===== config.mk =====
export PLATFORM = sky130hd
export DESIGN_NAME = seq_divider
export DESIGN_NICKNAME = d
export VERILOG_FILES = /design/src/rtl/seq_divider.sv
export SDC_FILE = /design/constraint.sdc
export NUM_CORES = 1
export LEC_CHECK = 0
export CAP_MARGIN = 20
export CORE_MARGIN = 3
export CORE_UTILIZATION = 45
export DETAILED_ROUTE_END_ITERATION = 8
export PLACE_DENSITY = 0.65
export RECOVER_POWER = 25
export SKIP_CTS_REPAIR_TIMING = 1
export SLEW_MARGIN = 20
export SYNTH_ARGS = -nofsm -noshare
export SYNTH_HDL_FRONTEND = slang
export SYNTH_SLANG_ARGS = --single-unit

===== constraint.sdc =====
create_clock -name clk -period 4.92 [get_ports clk]
set_input_delay 0.984 -clock clk [delete_from_list [all_inputs] [get_ports clk]]
set_output_delay 0.984 -clock clk [all_outputs]
set_load 0.01 [all_outputs]

===== src/rtl/seq_divider.sv =====
// Sequential restoring divider: 2*WIDTH-bit dividend / WIDTH-bit divisor,
// one quotient bit per clock, with start/done handshake and error flags.
module seq_divider #(
    parameter int WIDTH = 16
) (
    input  logic                 clk,
    input  logic                 rst,
    input  logic                 start,
    input  logic [2*WIDTH-1:0]   dividend,
    input  logic [WIDTH-1:0]     divisor,
    output logic                 busy,
    output logic                 done,
    output logic [WIDTH-1:0]     quotient,
    output logic [WIDTH-1:0]     remainder,
    output logic                 div_by_zero,
    output logic                 overflow
);
    localparam int CW = $clog2(WIDTH + 1);

    typedef enum logic [1:0] {IDLE, CALC, DONE} state_t;

    state_t           state;
    logic [WIDTH-1:0] part_rem;
    logic [WIDTH-1:0] shift;
    logic [WIDTH-1:0] q_acc;
    logic [WIDTH-1:0] dsr;
    logic [CW-1:0]    cnt;

    logic [WIDTH:0]   trial;
    logic             q_bit;
    logic [WIDTH-1:0] next_rem;
    logic [WIDTH-1:0] next_q;

    // part_rem < dsr always holds, so trial < 2*dsr and the difference fits WIDTH bits
    always_comb begin
        trial    = {part_rem, shift[WIDTH-1]};
        q_bit    = (trial >= {1'b0, dsr});
        next_rem = q_bit ? WIDTH'(trial - {1'b0, dsr}) : trial[WIDTH-1:0];
        next_q   = {q_acc[WIDTH-2:0], q_bit};
    end

    always_ff @(posedge clk) begin
        if (rst) begin
            state       <= IDLE;
            busy        <= 1'b0;
            done        <= 1'b0;
            quotient    <= '0;
            remainder   <= '0;
            div_by_zero <= 1'b0;
            overflow    <= 1'b0;
            part_rem    <= '0;
            shift       <= '0;
            q_acc       <= '0;
            dsr         <= '0;
            cnt         <= '0;
        end else begin
            case (state)
                CALC: begin
                    part_rem <= next_rem;
                    q_acc    <= next_q;
                    shift    <= {shift[WIDTH-2:0], 1'b0};
                    cnt      <= cnt - CW'(1);
                    if (cnt == CW'(1)) begin
                        quotient  <= next_q;
                        remainder <= next_rem;
                        busy      <= 1'b0;
                        done      <= 1'b1;
                        state     <= DONE;
                    end
                end
                default: begin
                    // IDLE and DONE both accept a new request
                    if (start) begin
                        div_by_zero <= 1'b0;
                        overflow    <= 1'b0;
                        quotient    <= '0;
                        remainder   <= '0;
                        dsr         <= divisor;
                        if (divisor == '0) begin
                            div_by_zero <= 1'b1;
                            quotient    <= '1;
                            remainder   <= '1;
                            busy        <= 1'b0;
                            done        <= 1'b1;
                            state       <= DONE;
                        end else if (dividend[2*WIDTH-1:WIDTH] >= divisor) begin
                            overflow    <= 1'b1;
                            quotient    <= '1;
                            remainder   <= '1;
                            busy        <= 1'b0;
                            done        <= 1'b1;
                            state       <= DONE;
                        end else begin
                            part_rem <= dividend[2*WIDTH-1:WIDTH];
                            shift    <= dividend[WIDTH-1:0];
                            q_acc    <= '0;
                            cnt      <= CW'(WIDTH);
                            busy     <= 1'b1;
                            done     <= 1'b0;
                            state    <= CALC;
                        end
                    end else begin
                        done  <= 1'b0;
                        state <= IDLE;
                    end
                end
            endcase
        end
    end
endmodule


Word-level counts from Yosys, hierarchy flattened:

Cells that the tools add are included.

* flip-flop bits (word level): 106
* latch bits: 0
* memory bits (writable): 0
* bits in read-only memories: 0
* input port bits: 51
* logic and storage cells: 73
* memories kept: 0

* add/subtract/negate cells: 2
* $mul: 0
* div/mod/pow operators: 0
* $lt $le $gt $ge: 2
* equality and inequality tests: 5
* shift operators: 0
* multiplexer cells: 41
* bitwise operators: 3
* reduce and logical (&&, ||, !) cells: 7

Operator list (number)
* two-way mux 16 bit: 16
* two-way mux 15 bit: 4
* two-way mux 5 bit: 4
* greater-or-equal comparator 17 x 16 -> 1 bit: 1
* greater-or-equal comparator 16 bit: 1
* logical NOT 16 bit: 1
* subtractor 16 bit: 1
* two-way mux 1 bit: 12
* two-way mux 2 bit: 5
* AND reduction 3 bit: 2
* equality test 5 x 1 -> 1 bit, second input constant: 1
* subtractor 5 x 1 -> 5 bit, second input constant: 1
* != test 2 x 1 -> 1 bit, second input constant: 2
* AND reduction 2 bit: 2
* inverter 1 bit: 3
* equality test 2 x 1 -> 1 bit, second input constant: 1
* != test 2 bit, second input constant: 1
* nonzero test 2 bit: 1
* OR reduction 2 bit: 1

Longest topological paths before layout:

* word-level depth: 5
* gate-level depth with buffers: 12
* depth with buffers taken out: 10

Worst setup path before layout:

Ideal clock, no wire load.

* path type: input to register
* start point: in dividend[16]
* end point: reg q_acc[10]
* setup time: 128 ps
* arrival time: 2875 ps
* slack: 1917 ps
* stages: 10
* buffers on the path: 1
* cell sequence: inv_1 -> ha_1 -> nor3b_1 -> o21a_1 -> o21ai_1 -> a211o_1 -> nor2_1 -> clkbuf_1 -> a2bb2oi_1 -> nor2_1

* word-level cells in the longest chain between the ends: 3

RTL lines
* start, declared: RTL line 9 `input logic [2*WIDTH-1:0] dividend,`
* greater-or-equal comparator 16 bit: RTL line 86 `end else if (dividend[2*WIDTH-1:WIDTH] >= divisor) begin`
* != test 2 x 1 -> 1 bit (no line)
* AND reduction 3 bit (no line)
* end signal, assigned: RTL line 60 `q_acc <= next_q;`
* end, declared: RTL line 25 `logic [WIDTH-1:0] q_acc;`

No other way between the ends.
A chain may end at the register's enable or synchronous reset.

Final worst setup path:

* start point: in divisor[11]
* end point: reg part_rem[8]

* word-level cells in the longest chain between the ends: 3
* elaborated cells between the ends (all ways): 5
* those cells by class: order compare (1); eq/ne (2); reduce/logical (2)

RTL lines
* start, declared: RTL line 10 `input logic [WIDTH-1:0] divisor,`
* greater-or-equal comparator 16 bit / logical NOT 16 bit (equally long branches): RTL line 86, 79
* != test 2 x 1 -> 1 bit (no line)
* AND reduction 3 bit (no line) (*)
* end signal, assigned: RTL line 59 `part_rem <= next_rem;`
* end signal, assigned: RTL line 94 `part_rem <= dividend[2*WIDTH-1:WIDTH];`
* end, declared: RTL line 23 `logic [WIDTH-1:0] part_rem;`

Mark *: on every way between the ends. The rest lies on a longest branch, timed or not.

==> metrics.cfg <==
[placed_design]
finalWeightedCongestion = 0.873
preCtsSetupSlack_ns = 0.839
port_buffers = 86
dp_hpwl_mm = 11.6

[detailed_routing]
met3_wirelength_um = 779
drc = 0
drt_iter0_markers = 335
via_per_inst = 5.62
postRouteWirelength_mm = 15.9
avgRoutedWirePerCell_um = 16.7
first_pass_iters = 5
top_layer_used = met4
num_vias = 5342
wl_met2_mm = 7.37
wirelength_met1_mm = 7.13
ant_nets = 0

[floorplanning]
initial_core_util = 0.465
die_width_um = 118
rows = 40
io_pins = 87
die_y_um = 118
fp.coreArea_um2 = 12200
fp.dieArea_um2 = 14000

[logic_synthesis]
synth_async_sr_flop_share = 0
ys_ff_latch = 106
synth_edf_count = 0
avgSynthCellArea_um2 = 7.88
synth_nets = 804
synth.most_common_cell = nand2_1
synth.area.top_cells = dfxtp_1 (37%), nand2_1 (8.0%), ha_1 (7.5%)
yosys_warnings = 0
synthCells = 718
netlist_area_um2 = 5660
ys.flop_type = dfxtp_1
synth_cell_types = 56
synth_commonest_cells = nand2_1 (121), dfxtp_1 (106), a21oi_1 (73)
synth_top_cell_by_area = dfxtp_1
yosysTopAreaCellShare = 0.375
yosysSeqAreaShare = 0.375

[layout]
drive_above_1_share = 0.0589
final_nets = 862
syn_to_final_growth_pct = 22.0
final_util = 0.568

[global_route]
grt_pass1_wl_mm = 25.8
grt-ovfl-total = 0
grt_pass1_vias = 5071
grt_usage = 0.228
grt_max_degree = 75
antenna_found_initial = 1

[worst_setup_path]
crit_fanout = 23
startpoint_type = input pin
arrival_ns = 4.06
path_cells = clkdlybuf4s50_1 -> nor4_1 -> nand4_1 -> and2_1 -> nand2_1 -> nand2_1 -> a221oi_1
worst_setup_path_end_kind = flop
cpMostUsedCell = nand2_1
crit_path_top_delay_cell = nor4_1
critical_path_required_ns = 5.18
critPathKind = in -> reg
cp_slowest_stage_delay_ns = 0.71

[timing]
timing.final.crit_share = 0.773
timing.setup.tns_ns = 0
clock.fmax_mhz = 263
finClkSkew_ns = 0.00830
fin_crit_ns = 3.80
whs_ns = 0.450
drv_slew = 0
finalSetupViolCount = 0
rsz0062_at_grt = false
hold_viol_final = 0
worst_slack_ns = 1.12
slew-limit-headroom = 0.352
tightest_slew_ns = 0.953

[clocking]
htreeDepth = 3
root_buffer = clkbuf_16
path_clk_slew_ns = 0.07
cts.sinks = 106
cts_buffers = 9
clk-insertion-delay-late_ns = 0.35
clock_tree.buffer_depth = 2
cts_tree = built

[pwr]
p_leak_uw = 0.00274
p_per_area_nw_per_um2 = 396
finalPower_uw = 2730
irDropWorstVdd_uv = 205

[worst_hold_path]
min_path_type = reg -> reg

[run_status]
status = finished clean

[run]
maxCapViolCount = 0

-- logic make-up (layout without fill, tap and decap cells) --
family / after synthesis / count (layout) / synth area share
DFF: 106 / 106 / 0.375
xor gates and xnor gates: 14 / 14 / 0.0217
AOI/OAI and AO/OA: 231 / 231 / 0.265
muxes: 11 / 11 / 0.0195
and+or+nand+nor: 230 / 230 / 0.174
adders and majority gates: 35 / 35 / 0.0787
buffers and inverters: 91 / 154 / 0.0661
other: 0 / 1 / 0
-- final timing paths --
path / start / endpoint / slack [ns] / depth (start not counted)
max: divisor[11] / part_rem[8] / 1.12 / 7
min: quotient[13] / quotient[13] / 0.45 / 2
max reg2reg: part_rem[9] / part_rem[1] / 1.50 / 8
min reg2reg: quotient[13] / quotient[13] / 0.45 / 2
-- registers in the layout, indices dropped and copies added, names as in the netlist --
register / flops
overflow: 1
quotient: 16
dsr: 16
done: 1
state: 2
q_acc: 15
div_by_zero: 1
remainder: 16
shift: 16
part_rem: 16
cnt: 5
busy: 1
-- metal layers --
metal,global-route usage,vias to the layer above
met3,0.0368,39
met4,0.108,0
met5,0,-
met2,0.362,147
li1,-,2667
met1,0.302,2489
-- critical path, delay by kind of cell --
family          cells  cell delay [ns]
buf+inv             1             0.46
simple gates        5             2.34
compound gates      1             0.26
-- power breakdown --
group	switching (uW)	internal [uW]
sequential	60.1	949
clock	331	396
combinational	592	404
total	983	1750
-- final cells by class --
type / count / area [um^2]
multi-input combinational: 521 / 3180
timing repair buffer: 95 / 936
antenna: 1 / 2.50
tap: 168 / 210
clock inverter: 6 / 66.3
fill: 1134 / 5260
clock buffer: 10 / 229
sequential: 106 / 2120
inverter: 43 / 161
-- cell usage in the layout, fill, tap and decap left out, drive strengths merged, types with 12 or more instances in the layout --
cell type      count
dlygate4sd3       20
a211oi            21
nand2            121
o21ai             44
o211ai            17
a2bb2oi           15
inv               44
nor2              56
ha                34
dfxtp            106
a21oi             74
a31oi             18
a31o              12
clkdlybuf4s50     65
nand3             16
-- stage by stage --
stage	cells	cell area (um^2)
after global placement	933	6600
after global routing	949	6900
final	950	6900
after detailed placement	933	6600
after floorplan	718	5660
after CTS	949	6900
No activity file was read; power rests on OpenSTA's default activity.
